===== config.mk =====
export PLATFORM = sky130hd
export DESIGN_NAME = vga_frame_monitor
export DESIGN_NICKNAME = d
export VERILOG_FILES = /design/src/rtl/vga_frame_monitor.sv
export SDC_FILE = /design/constraint.sdc
export NUM_CORES = 1
export LEC_CHECK = 0
export CORE_ASPECT_RATIO = 0.9
export CORE_MARGIN = 8
export CORE_UTILIZATION = 40
export DETAILED_ROUTE_END_ITERATION = 8
export DONT_BUFFER_PORTS = 1
export PLACE_DENSITY = 0.63
export SLEW_MARGIN = 10
export SYNTH_ARGS = -nofsm -noshare
export SYNTH_HDL_FRONTEND = slang
export SYNTH_SLANG_ARGS = --single-unit

===== constraint.sdc =====
create_clock -name clk -period 9.95 [get_ports clk]
set_input_delay 0.995 -clock clk [delete_from_list [all_inputs] [get_ports clk]]
set_output_delay 0.995 -clock clk [all_outputs]
set_load 0.03 [all_outputs]

===== src/rtl/vga_frame_monitor.sv =====
// rtl/vga_frame_monitor.sv - passive VGA raster monitor: line/frame measurement, active-area checksum, timing check
// Optional feature: define VGA_FRAME_MONITOR_PROBE_EN to capture the colour at (probe_x, probe_y) each frame.
module vga_frame_monitor #(
   parameter int H_TOTAL     = 800,
   parameter int V_TOTAL     = 525,
   parameter int H_ACTIVE    = 640,
   parameter int V_ACTIVE    = 480,
   parameter int H_ACT_START = 144,
   parameter int V_ACT_START = 35
) (
   input  logic        clk,
   input  logic        rst,
   input  logic        hsync,
   input  logic        vsync,
   input  logic [3:0]  vgaRed,
   input  logic [3:0]  vgaGreen,
   input  logic [3:0]  vgaBlue,
   input  logic [9:0]  probe_x,
   input  logic [9:0]  probe_y,
   output logic        frame_done,
   output logic [15:0] frame_checksum,
   output logic [9:0]  frame_lines,
   output logic [9:0]  line_pixels,
   output logic [18:0] active_count,
   output logic        timing_err,
   output logic [11:0] probe_color
);

   localparam logic [9:0]  H_START    = 10'(H_ACT_START);
   localparam logic [9:0]  H_END      = 10'(H_ACT_START + H_ACTIVE);
   localparam logic [9:0]  V_START    = 10'(V_ACT_START);
   localparam logic [9:0]  V_END      = 10'(V_ACT_START + V_ACTIVE);
   localparam logic [10:0] H_TOTAL_L  = 11'(H_TOTAL);
   localparam logic [10:0] V_TOTAL_L  = 11'(V_TOTAL);
   localparam logic [18:0] ACT_PIXELS = 19'(H_ACTIVE * V_ACTIVE);

   typedef enum logic {HUNT, FRAME} state_t;

   state_t      state_q;
   logic        hsync_s1_q, hsync_s2_q, vsync_s1_q, vsync_s2_q;
   logic [11:0] rgb_s1_q;
   logic [9:0]  col_q, col_d, row_q, row_d;
   logic        seen_q;
   logic [9:0]  line_pixels_q;
   logic [15:0] acc_chk_q;
   logic [18:0] acc_cnt_q;
   logic        line_bad_q;
   logic        frame_done_q;
   logic [15:0] frame_checksum_q;
   logic [9:0]  frame_lines_q;
   logic [18:0] active_count_q;
   logic        timing_err_q;

   logic        hfall, vfall, pix_active, line_chk_bad;
   logic [10:0] line_len, frame_len;
   logic [15:0] chk_next;
   logic [18:0] cnt_next;

   // Edges come from the s2/s1 pair; pixel data sits in s1 so it lines up with col/row.
   assign hfall      = hsync_s2_q & ~hsync_s1_q;
   assign vfall      = vsync_s2_q & ~vsync_s1_q;
   assign line_len   = {1'b0, col_q} + 11'd1;
   assign frame_len  = {1'b0, row_q} + 11'd1;
   assign pix_active = (col_q >= H_START) && (col_q < H_END) &&
                       (row_q >= V_START) && (row_q < V_END);
   // The line that just ended is judged at its closing hsync fall; the very first fall has no valid length.
   assign line_chk_bad = hfall & seen_q & (line_len != H_TOTAL_L);
   assign chk_next   = {acc_chk_q[14:0], acc_chk_q[15]} ^ {4'h0, rgb_s1_q};
   assign cnt_next   = (acc_cnt_q == '1) ? acc_cnt_q : acc_cnt_q + 19'd1;

   // Input register stage; syncs idle high so reset never manufactures an edge.
   always_ff @(posedge clk or posedge rst) begin
      if (rst) begin
         hsync_s1_q <= 1'b1;
         hsync_s2_q <= 1'b1;
         vsync_s1_q <= 1'b1;
         vsync_s2_q <= 1'b1;
         rgb_s1_q   <= '0;
      end else begin
         hsync_s1_q <= hsync;
         hsync_s2_q <= hsync_s1_q;
         vsync_s1_q <= vsync;
         vsync_s2_q <= vsync_s1_q;
         rgb_s1_q   <= {vgaRed, vgaGreen, vgaBlue};
      end
   end

   // Raster position: vsync fall wins over hsync fall for the row.
   always_comb begin
      col_d = col_q;
      row_d = row_q;
      if (hfall) begin
         col_d = '0;
      end else if (col_q != 10'h3FF) begin
         col_d = col_q + 10'd1;
      end
      if (vfall) begin
         row_d = '0;
      end else if (hfall && (row_q != 10'h3FF)) begin
         row_d = row_q + 10'd1;
      end
   end

   // Position counters and per-line length measurement.
   always_ff @(posedge clk or posedge rst) begin
      if (rst) begin
         col_q         <= '0;
         row_q         <= '0;
         seen_q        <= 1'b0;
         line_pixels_q <= '0;
      end else begin
         col_q <= col_d;
         row_q <= row_d;
         if (hfall) begin
            seen_q <= 1'b1;
            if (seen_q) begin
               line_pixels_q <= line_len[9:0];
            end
         end
      end
   end

   // Frame FSM: accumulate over the active area and publish results at each vsync fall.
   always_ff @(posedge clk or posedge rst) begin
      if (rst) begin
         state_q          <= HUNT;
         acc_chk_q        <= '0;
         acc_cnt_q        <= '0;
         line_bad_q       <= 1'b0;
         frame_done_q     <= 1'b0;
         frame_checksum_q <= '0;
         frame_lines_q    <= '0;
         active_count_q   <= '0;
         timing_err_q     <= 1'b0;
      end else begin
         frame_done_q <= 1'b0;
         case (state_q)
            HUNT: begin
               if (vfall) begin
                  acc_chk_q  <= '0;
                  acc_cnt_q  <= '0;
                  line_bad_q <= 1'b0;
                  state_q    <= FRAME;
               end
            end
            FRAME: begin
               if (vfall) begin
                  frame_done_q     <= 1'b1;
                  frame_lines_q    <= frame_len[9:0];
                  frame_checksum_q <= acc_chk_q;
                  active_count_q   <= acc_cnt_q;
                  if ((frame_len != V_TOTAL_L) || (acc_cnt_q != ACT_PIXELS) ||
                      line_bad_q || line_chk_bad) begin
                     timing_err_q <= 1'b1;
                  end
                  acc_chk_q  <= '0;
                  acc_cnt_q  <= '0;
                  line_bad_q <= 1'b0;
               end else begin
                  if (line_chk_bad) begin
                     line_bad_q <= 1'b1;
                  end
                  if (pix_active) begin
                     acc_chk_q <= chk_next;
                     acc_cnt_q <= cnt_next;
                  end
               end
            end
            default: state_q <= HUNT;
         endcase
      end
   end

   assign frame_done     = frame_done_q;
   assign frame_checksum = frame_checksum_q;
   assign frame_lines    = frame_lines_q;
   assign line_pixels    = line_pixels_q;
   assign active_count   = active_count_q;
   assign timing_err     = timing_err_q;

`ifdef VGA_FRAME_MONITOR_PROBE_EN
   logic [11:0] probe_cap_q;
   logic [11:0] probe_color_q;
   logic        probe_hit;

   assign probe_hit = pix_active && ((col_q - H_START) == probe_x) &&
                      ((row_q - V_START) == probe_y);

   // Capture the probed pixel during the frame, publish it with the frame results.
   always_ff @(posedge clk or posedge rst) begin
      if (rst) begin
         probe_cap_q   <= '0;
         probe_color_q <= '0;
      end else if (state_q == FRAME) begin
         if (vfall) begin
            probe_color_q <= probe_cap_q;
         end else if (probe_hit) begin
            probe_cap_q <= rgb_s1_q;
         end
      end
   end

   assign probe_color = probe_color_q;
`else
   logic unused_probe;

   assign unused_probe = ^{probe_x, probe_y};
   assign probe_color  = 12'h000;
`endif

endmodule


==> results of run 1 <==
power breakdown:
part | total, mW | switching (mW) | internal (mW)
clock | 0.638 | 0.232 | 0.406
combinational | 0.0943 | 0.0558 | 0.0385
sequential | 0.650 | 0.0776 | 0.572
total | 1.38 | 0.365 | 1.02
through the flow:
stage,util,hold slack [ps]
after CTS,0.453,374
after detailed placement,0.411,364
final,0.453,373
after floorplan,-,358
after global routing,0.453,380
after global placement,0.411,364
flip-flops by register name, indices dropped and copies added, names as in the netlist, 10 cells and up:
name	cells
active_count	19
acc_cnt_q	19
acc_chk_q	16
frame_checksum	16
col_q	10
line_pixels	10
row_q	10
frame_lines	10
rgb_s1_q	12
area by class of cell:
| type | instances | area [µm²] |
|---|---|---|
| Antenna cell | 2 | 5.00 |
| Inverter | 9 | 36.3 |
| Sequential cell | 131 | 3280 |
| Fill cell | 1387 | 7990 |
| Clock inverter | 13 | 158 |
| Multi-Input combinational cell | 367 | 2410 |
| Tap cell | 198 | 248 |
| Timing Repair Buffer | 4 | 30.0 |
| Clock buffer | 19 | 453 |
synthesized netlist by cell type, drive strengths merged (3+ instances only):
| cell | number | area share |
|---|---|---|
| a211oi | 3 | 0.0038 |
| a21oi | 27 | 0.023 |
| a31oi | 3 | 0.0032 |
| and2 | 3 | 0.0032 |
| and3 | 8 | 0.0084 |
| and4 | 6 | 0.0089 |
| buf | 22 | 0.025 |
| clkbuf | 25 | 0.016 |
| dfrtp | 127 | 0.54 |
| dfstp | 4 | 0.018 |
| ha | 6 | 0.013 |
| inv | 9 | 0.0057 |
| mux2 | 36 | 0.068 |
| nand2 | 54 | 0.034 |
| nand2b | 6 | 0.0063 |
| nand3 | 25 | 0.022 |
| nand4 | 10 | 0.011 |
| nor2 | 30 | 0.019 |
| nor2b | 4 | 0.0042 |
| nor3 | 6 | 0.0051 |
| nor4 | 6 | 0.0074 |
| o21ai | 24 | 0.020 |
| o31ai | 26 | 0.033 |
| or4 | 16 | 0.020 |
| xnor2 | 26 | 0.038 |
| xor2 | 11 | 0.016 |
metal layers:
metal  part of all wire  global-route usage  vias to the layer above
li1                   -                   -                     1880
met1               0.45               0.174                     1940
met2               0.46               0.207                      115
met3              0.084              0.0547                       11
met4              0.012              0.0479                        0
met5                  0                   0                        -
cell families (layout without fill, tap and decap cells):
family / after synthesis / after routing
AND/OR/NAND/NOR: 179 / 179
flip-flops: 131 / 131
AO/OA/AOI/OAI: 96 / 96
buffers and inverters: 56 / 45
XOR/XNOR: 37 / 37
multiplexers: 37 / 37
adder cells (fa/ha/maj): 6 / 6
other: 1 / 14
final timing paths:
kind	from	endpoint	slack, ps	depth (start not counted)
setup / recovery	row_q[0]$_DFFE_PP0P_	acc_cnt_q[16]$_DFFE_PP0P_	7080	6
hold / removal	hsync_s1_q$_DFF_PP1_	hsync_s2_q$_DFF_PP1_	370	0
max in group asynchronous	rst	frame_checksum[4]$_DFFE_PP0P_	7980	2
setup reg to reg	row_q[0]$_DFFE_PP0P_	acc_cnt_q[16]$_DFFE_PP0P_	7080	6
min in group asynchronous	rst	line_pixels[1]$_DFFE_PP0P_	590	1
hold reg to reg	hsync_s1_q$_DFF_PP1_	hsync_s2_q$_DFF_PP1_	370	0
worst max-delay path: cells and delay by family, from the launching register on:
kind	cells	cell delay [ps]
flip-flops	1	420
AO/OA/AOI/OAI	2	730
adder cells (fa/ha/maj)	1	310
AND/OR/NAND/NOR	3	1300
==> metrics.md, run 1 <==
| Metric | Value |
|---|---|
| Via count | 3946 |
| Main combinational cell family by area after synthesis | simple AND/OR/NAND/NOR gates |
| Share of cells above drive strength 1 | 0.151 |
| Die H | 131 µm |
| Period minus WS final | 2870 ps |
| Dpl cells | around 700 |
| Asr flop ratio synth | 1.00 |
| Design Area, Final | 0.00662 mm² |
| Placed instance area | 0.00601 mm² |
| Synth Area in Compound Gates | 0.105 |
| Number of synthesized flops with an enable pin | 0 |
| Crit-path cells | ha_1, nor4_2, and4b_1, o2111ai_4, or4_1, a21oi_1 |
| Placer Congestion | 0.832 |
| DR WL/cell | roughly 17 µm |
| Worst VDD drop | 0.130 mV |
| HP Class | reg2reg |
| Initial antenna violation count | 2 |
| CTS Buf Count | 17 |
| Critical path endpoint category | flop |
| LEAKAGE | 2.85 nW |
| Most frequent cells in the layout | 127 x dfrtp_1, 54 x nand2_1, 36 x mux2_2 |
| DP HPWL | 8400 µm |
| Post-synthesis mux area share | 0.0701 |
| Layout Nets | roughly 570 |
| Area growth, synth to finish | 11.7% |
| Commonest non-fill, non-tap cell in the layout | dfrtp_1 |
| Rows | 42 |
| Tcrit/Tclk final | 0.289 |
| Setup Viol. Count Final | 0 |
| H-tree depth | 4 |
| DRT iter0 DRCs | between 200 and 300 |
| TNS Setup | 0 ps |
| Reg clk slew, reported paths | 60 ps |
| Final Power | roughly 1.4 mW |
| Most used flip-flop cell after synthesis | dfrtp_1 |
| Sequential area share after synthesis | 0.554 |
| Dpl ws | 7120 ps |
| CTS tree | done |
| Clk_lat worst skew | approximately 420 ps |
| Critical path data arrival time | 3200 ps |
| Synth Area in XOR/XNOR | 0.0547 |
| Core box area | 0.0146 mm² |
| Post-synthesis cell type count | 47 |
| Clock Root Buffer | clkbuf_16 |
| Outcome | complete, no violations |
| Antenna viol nets, final | 0 |
| Number of global-route vias before repair | 3984 |
| Crit path required time | 10280 ps |
| Simple-Gate Fraction of Synth Area | 0.156 |
| Max-Cap Viols | 0 |
| Adder-Cell Fraction of Synth Area | 0.0127 |
| Cell Area, Synth | 0.00593 mm² |
| Post-CTS sizing | 0 |
| Starting Density | 0.406 |
| Post-CTS Setup Inserts | 0 |
| Slew at the pin with the worst max-slew slack | 1120 ps |
| Avg Cell Area, Syn | 10.9 µm² |
| FMAX | about 350 MHz |
| Final worst slack | 7080 ps |
| Worst setup path class | reg2reg |
| Final non-filler cell total | 743 |
| Hold buffer count at cts | 0 |
| #FFs+latches synth | approximately 130 |
| Number of I/O pins | 105 |
| Slowest stage cell, crit path | or4_1 |
| Remaining DRCs | 0 |
| Final clock skew | about 5.7 ps |
| Final WL | 12500 µm |
| Cell Pwr Density | between 200 and 250 mW/mm² |
| DRT Pass-1 Iters | 5 |
| Largest net degree at the start of global routing | 71 |
| Startpoint types | flop |
| Worst-path maximum fanout | 47 |
| Final Hold Viols | 0 |
| DR vias/cell | approximately 5.3 |
| Die Area | 0.0190 mm² |
| Warnings, synthesis | 0 |
| Remaining global-route overflow | 0 |
| Clock Tree Buf Depth | 2 |
| First-pass GRT wire length | between 20000 and 25000 µm |
| CP peak stage delay | 710 ps |
| Clk sinks | 131 |
| RSZ-0062 raised after global routing | false |
| Max_slew headroom | 0.251 |
| I/O Buffers | 0 |
| Synth Instances | 543 |
| Slew Limit Fails | 0 |
| Total GRT Usage | 0.137 |
| Die width | 144 µm |
Note: power is estimated with default switching activity, not from simulation.
==> run 2, diff against run 1 <==
--- a/config.mk
+++ b/config.mk
@@ -10,7 +10,7 @@
 export CORE_UTILIZATION = 40
 export DETAILED_ROUTE_END_ITERATION = 8
 export DONT_BUFFER_PORTS = 1
-export PLACE_DENSITY = 0.63
+export PLACE_DENSITY = 0.65
 export SLEW_MARGIN = 10
 export SYNTH_ARGS = -nofsm -noshare
 export SYNTH_HDL_FRONTEND = slang
==> constraint.sdc (replaced) <==
create_clock -name clk -period 2.4 [get_ports clk]
set_input_delay 0.24 -clock clk [delete_from_list [all_inputs] [get_ports clk]]
set_output_delay 0.24 -clock clk [all_outputs]
set_load 0.03 [all_outputs]
==> run 2 against run 1 <==
  * Setup slack got worse by 6900 ps
  * Non-clock buffer count increased by 35
  * First-iteration DRC count increased by 31%
  * Die area unchanged
  * Global-route usage increased by 0.61 points
  * Critical endpoint is now acc_cnt_q[13]$_DFFE_PP0P_
  * Flip-flop and latch count unchanged
  * Largest power group is now clock
  * Register-to-register slack got worse by 6900 ps
==> metrics.md, run 2 (synthesized netlist as in run 1, its figures left out) <==
| Metric | Value |
|---|---|
| Placer Congestion | 0.832 (about the same) |
| Die H | 131 µm (unchanged) |
| Remaining DRCs | 0 (unchanged) |
| Rows | 42 (unchanged) |
| Most frequent cells in the layout | 127 x dfrtp_1, 54 x nand2_1, 36 x mux2_2 (unchanged) |
| Tcrit/Tclk final | 0.925 (was 0.289) |
| LEAKAGE | 3.03 nW (was 2.85 nW) |
| CTS Buf Count | 17 (unchanged) |
| I/O Buffers | 0 (unchanged) |
| Die Area | 0.0190 mm² (unchanged) |
| Clock Tree Buf Depth | 2 (unchanged) |
| Largest net degree at the start of global routing | 132 (was 71) |
| Number of global-route vias before repair | 4075 (was 3984) |
| Reg clk slew, reported paths | 60 ps (about the same) |
| Starting Density | 0.406 (unchanged) |
| Number of I/O pins | 105 (unchanged) |
| Clock Root Buffer | clkbuf_16 (unchanged) |
| Layout Nets | 607 (was 572) |
| Antenna Cells | 0 (was 2) |
| Die width | 144 µm (unchanged) |
| Design Area, Final | 0.00697 mm² (was 0.00662 mm²) |
| Worst-path maximum fanout | 33 (was 47) |
| DR vias/cell | 5.25 (was 5.31) |
| Outcome | complete, no violations (unchanged) |
| DRT iter0 DRCs | 367 (was 280) |
| First-pass GRT wire length | 21400 µm (was 20600 µm) |
| Remaining global-route overflow | 0 (unchanged) |
| Final clock skew | 7.92 ps (was 5.66 ps) |
| Startpoint types | flop (unchanged) |
| Placed instance area | 0.00620 mm² (was 0.00601 mm²) |
| FMAX | 451 MHz (was 348 MHz) |
| DR WL/cell | 16.4 µm (was 16.8 µm) |
| Crit path required time | 2730 ps (was 10280 ps) |
| RSZ-0062 raised after global routing | false (unchanged) |
| Worst setup path class | reg2reg (unchanged) |
| CTS tree | done (unchanged) |
| TNS Setup | 0 ps (unchanged) |
| HP Class | reg2reg (unchanged) |
| Cell Pwr Density | 837 mW/mm² (was 209 mW/mm²) |
| Post-CTS Setup Inserts | 0 (unchanged) |
| DRT Pass-1 Iters | 4 (was 5) |
| Share of cells above drive strength 1 | 0.175 (was 0.151) |
| Commonest non-fill, non-tap cell in the layout | dfrtp_1 (unchanged) |
| Clk_lat worst skew | 420 ps (about the same) |
| Via count | 4075 (was 3946) |
| Antenna viol nets, final | 0 (unchanged) |
| Clk sinks | 131 (unchanged) |
| Critical path data arrival time | 2550 ps (was 3200 ps) |
| Area growth, synth to finish | 17.6% (was 11.7%) |
| Slew at the pin with the worst max-slew slack | 741 ps (was 1120 ps) |
| Final Hold Viols | 0 (unchanged) |
| Core box area | 0.0146 mm² (unchanged) |
| Final WL | 12700 µm (was 12500 µm) |
| Setup Viol. Count Final | 0 (unchanged) |
| Worst VDD drop | 0.692 mV (was 0.130 mV) |
| Total GRT Usage | 0.143 (was 0.137) |
| Initial antenna violation count | 0 (was 2) |
| DP HPWL | 8490 µm (was 8400 µm) |
| Slew Limit Fails | 0 (unchanged) |
| Critical path endpoint category | flop (unchanged) |
| Max-Cap Viols | 0 (unchanged) |
| Period minus WS final | 2220 ps (was 2870 ps) |
| Max_slew headroom | 0.506 (was 0.251) |
| H-tree depth | 4 (unchanged) |
## run 2: cell types whose count changed in the layout (fill, tap and decap cells not counted)
cell	previous run	this run
buf_12	0	3
buf_4	4	21
bufinv_16	3	4
clkbuf_1	0	1
clkbuf_8	2	0
clkinv_4	3	2
clkinvlp_4	1	3
diode_2	2	0
dlygate4sd3_1	0	15
inv_4	1	0
nor4_2	1	0
nor4_4	0	1
## run 2: layout make-up
type,instances,area (µm²)
Multi-Input combinational cell,367,2420
Inverter,9,37.5
Clock buffer,18,429
Fill cell,1345,7640
Timing Repair Buffer,39,368
Sequential cell,131,3280
Tap cell,198,248
Clock inverter,14,186
## run 2: worst max-delay path: stages (launching register included)
cell,delay (ps)
dfrtp_1,380
ha_1,240
nor4_4,190
and4b_1,310
o2111ai_4,130
buf_12,200
or4_1,510
a21oi_1,180
## run 2: where the power goes
| group | switching, mW | internal [mW] |
|---|---|---|
| Combinational | 0.247 | 0.194 |
| Sequential | 0.319 | 2.37 |
| Clock | 0.967 | 1.73 |
## run 2: final timing paths
kind / start / end / slack [ps] / cells after the start
setup / recovery: row_q[0]$_DFFE_PP0P_ / acc_cnt_q[13]$_DFFE_PP0P_ / 180 / 7
hold / removal: hsync_s1_q$_DFF_PP1_ / hsync_s2_q$_DFF_PP1_ / 360 / 0
setup reg to reg: row_q[0]$_DFFE_PP0P_ / acc_cnt_q[13]$_DFFE_PP0P_ / 180 / 7
hold reg to reg: hsync_s1_q$_DFF_PP1_ / hsync_s2_q$_DFF_PP1_ / 360 / 0
max in group asynchronous: rst / col_q[2]$_DFFE_PP0P_ / 1330 / 3
min in group asynchronous: rst / frame_checksum[3]$_DFFE_PP0P_ / 480 / 3
## run 2: through the flow
step,hold WS [ps],power [mW],utilization,std cells,setup WS (ps)
after global routing,357,6.09,0.477,776,48.2
after detailed placement,245,3.16,0.424,729,119
final,364,5.83,0.477,776,180
after CTS,357,5.91,0.477,776,114
after global placement,245,3.13,0.424,729,193
after floorplan,244,3.03,-,554,216
## run 2: what timing repair did
action,in CTS,in global routing
hold buffers,15,0
setup endpoints to repair,0,2
gates resized for setup,0,1
hold endpoints to repair,141,0
## run 2: metal layers
layer	up-vias	global-route usage	part of all wire
met2	110	0.211	0.46
met4	0	0.0427	0.012
met1	2006	0.189	0.44
met3	15	0.0568	0.082
li1	1944	-	-
met5	-	0	0
==> run 3, diff against run 2 <==
--- a/config.mk
+++ b/config.mk
@@ -10,7 +10,7 @@
 export CORE_UTILIZATION = 40
 export DETAILED_ROUTE_END_ITERATION = 8
 export DONT_BUFFER_PORTS = 1
-export PLACE_DENSITY = 0.65
+export PLACE_DENSITY = 0.63
 export SLEW_MARGIN = 10
 export SYNTH_ARGS = -nofsm -noshare
 export SYNTH_HDL_FRONTEND = slang
==> constraint.sdc (replaced) <==
create_clock -name clk -period 2.7 [get_ports clk]
set_input_delay 0.27 -clock clk [delete_from_list [all_inputs] [get_ports clk]]
set_output_delay 0.27 -clock clk [all_outputs]
set_load 0.03 [all_outputs]
==> run 3 against run 2 <==
  * Non-clock buffer count fell by 8
  * Setup slack worse by 48 ps
  * Cell area fell by 1.5%
  * Sequential share of layout area is 0.71 points higher
  * Cell count fell by 0.90%
  * Total power is 13% lower
  * Global-route usage is 0.14 points higher
  * Clock-buffer cell count grew 5
  * First-iteration DRC count decreased by 26%
  * Critical path type unchanged
  * Critical endpoint is now acc_cnt_q[2]$_DFFE_PP0P_
  * Largest power group is now registers
==> metrics.md, run 3 (synthesized netlist as in run 1, its figures left out) <==
| Metric | Value |
|---|---|
| Max-Cap Viols | 0 (unchanged) |
| Most frequent cells in the layout | 127 x dfrtp_1, 54 x nand2_1, 36 x mux2_2 (unchanged) |
| Total GRT Usage | 0.144 (was 0.143) |
| Fillers | 1387 (was 1345) |
| Antenna viol nets, final | 0 (unchanged) |
| Startpoint types | flop (unchanged) |
| Number of I/O pins | 105 (unchanged) |
| Hold Path Depth | 0 (unchanged) |
| Period minus WS final | 2570 ps (was 2220 ps) |
| Met3 WL post-DR | 1050 µm (about the same) |
| First-pass GRT wire length | 21600 µm (was 21400 µm) |
| Area growth, synth to finish | 15.9% (was 17.6%) |
| Layout Nets | 600 (was 607) |
| DR WL/cell | 17.4 µm (was 16.4 µm) |
| Critical path data arrival time | 2920 ps (was 2550 ps) |
| FF-to-FF path depth | 6 (was 7) |
| End-of-flow core utilization | 0.470 (was 0.477) |
| Top Layer Used | met4 (unchanged) |
| Placer Congestion | 0.851 (was 0.832) |
| Post-CTS Setup Inserts | 0 (unchanged) |
| Tcrit/Tclk final | 0.951 (was 0.925) |
| Final worst slack | 133 ps (was 180 ps) |
| H-tree depth | 4 (unchanged) |
| Die H | 131 µm (unchanged) |
| Die width | 144 µm (unchanged) |
| CTS Buf Count | 17 (unchanged) |
| Reg clk slew, reported paths | 60 ps (about the same) |
| DP HPWL | 8760 µm (was 8490 µm) |
| Final WL | 13400 µm (was 12700 µm) |
| HP Class | reg2reg (unchanged) |
| Outcome | complete, no violations (unchanged) |
| I/O Buffers | 0 (unchanged) |
| Clock Root Buffer | clkbuf_16 (unchanged) |
| Final Hold Viols | 0 (unchanged) |
| Core box area | 0.0146 mm² (unchanged) |
| Wire length on met2 | 6150 µm (was 5920 µm) |
| Clk_lat worst skew | 420 ps (about the same) |
| CTS tree | done (unchanged) |
| Final clock skew | 12.1 ps (was 7.92 ps) |
| DRT iter0 DRCs | 270 (was 367) |
| Wire length on met1 | 6050 µm (was 5620 µm) |
| Setup Viol. Count Final | 0 (unchanged) |
| LEAKAGE | 2.96 nW (was 3.03 nW) |
| Cell Pwr Density | 737 mW/mm² (was 837 mW/mm²) |
| Clock Tree Buf Depth | 2 (unchanged) |
| Worst setup path class | reg2reg (unchanged) |
| FMAX | 390 MHz (was 451 MHz) |
| Largest net degree at the start of global routing | 98 (was 132) |
| Crit path required time | 3050 ps (was 2730 ps) |
| Post-CTS sizing | 0 (unchanged) |
| Share of cells above drive strength 1 | 0.163 (was 0.175) |
| Placed instance area | 0.00611 mm² (was 0.00620 mm²) |
| Worst-path maximum fanout | 15 (was 33) |
| Critical path endpoint category | flop (unchanged) |
| Clk sinks | 131 (unchanged) |
| Design Area, Final | 0.00687 mm² (was 0.00697 mm²) |
| RSZ-0062 raised after global routing | true (was false) |
| Number of global-route vias before repair | 4162 (was 4075) |
| TNS Setup | 0 ps (unchanged) |
| Remaining global-route overflow | 0 (unchanged) |
| Die Area | 0.0190 mm² (unchanged) |
| Starting Density | 0.406 (unchanged) |
| DR vias/cell | 5.33 (was 5.25) |
| Antenna Cells | 0 (unchanged) |
| Commonest non-fill, non-tap cell in the layout | dfrtp_1 (unchanged) |
| Rows | 42 (unchanged) |
| Final Power | 5.06 mW (was 5.83 mW) |
| Via count | 4101 (was 4075) |
| Worst VDD drop | 0.503 mV (was 0.692 mV) |
| Slew at the pin with the worst max-slew slack | 698 ps (was 741 ps) |
| Slew Limit Fails | 0 (unchanged) |
| Max_slew headroom | 0.535 (was 0.506) |
| Dpl ws | 177 ps (was 119 ps) |
| DRT Pass-1 Iters | 4 (unchanged) |
| Initial antenna violation count | 0 (unchanged) |
| Remaining DRCs | 0 (unchanged) |
## run 3: cell types whose count changed in the layout (fill, tap and decap cells not counted)
cell,delta
nor4_2,+1
nor4_4,-1
buf_4,-6
clkinvlp_4,+1
inv_6,-1
bufinv_16,-2
clkbuf_8,+4
o2111ai_2,+1
buf_12,-2
clkbuf_1,+1
clkinv_4,-2
clkinv_2,-1
## run 3: path summary, 6_finish.rpt
check	slack, ps	to	start
max in group asynchronous	1800	active_count[14]$_DFFE_PP0P_	rst
min in group asynchronous	470	frame_checksum[6]$_DFFE_PP0P_	rst
worst min-delay path	370	hsync_s2_q$_DFF_PP1_	hsync_s1_q$_DFF_PP1_
worst max-delay path	130	acc_cnt_q[2]$_DFFE_PP0P_	row_q[0]$_DFFE_PP0P_
worst min register to register	370	hsync_s2_q$_DFF_PP1_	hsync_s1_q$_DFF_PP1_
worst max register to register	130	acc_cnt_q[2]$_DFFE_PP0P_	row_q[0]$_DFFE_PP0P_
## run 3: layout make-up
cell class / instances / area [µm²] / share of cell area
clock buffer: 23 / 488 / 0.0711
tap: 198 / 248 / 0.0361
inverter: 9 / 37.5 / 0.00547
sequential: 131 / 3280 / 0.478
timing repair buffer: 31 / 283 / 0.0412
clock inverter: 9 / 103 / 0.0149
multi-input combinational: 368 / 2430 / 0.353
## run 3: metrics by stage
step	hold WS, ps	std cells
2_1_floorplan	274	554
3_3_place_gp	275	721
6_report	367	769
5_1_grt	376	769
4_1_cts	371	768
3_5_place_dp	275	721
## run 3: layer usage
metal | up-vias | GRT usage
met5 | - | 0
met4 | 0 | 0.0595
met3 | 13 | 0.0579
met2 | 113 | 0.214
met1 | 2036 | 0.183
li1 | 1939 | -
## run 3: repair_timing
item / 4_1_cts / 5_1_grt
hold buffers: 15 / 0
hold endpoints to repair: 141 / 0
setup endpoints to repair: 0 / 20
## run 3: critical path, cell delays in order, from the launching register on
cell	delay, ps
dfrtp_1	430
ha_1	260
nor4_2	260
and4b_1	430
o2111ai_2	440
or4_1	600
nand2_1	80
## run 3: report_power, final
group | total, mW | internal (mW) | switching [mW]
clock network | 2.28 | 1.45 | 0.832
logic | 0.380 | 0.164 | 0.216
registers | 2.40 | 2.11 | 0.288
total | 5.06 | 3.72 | 1.34
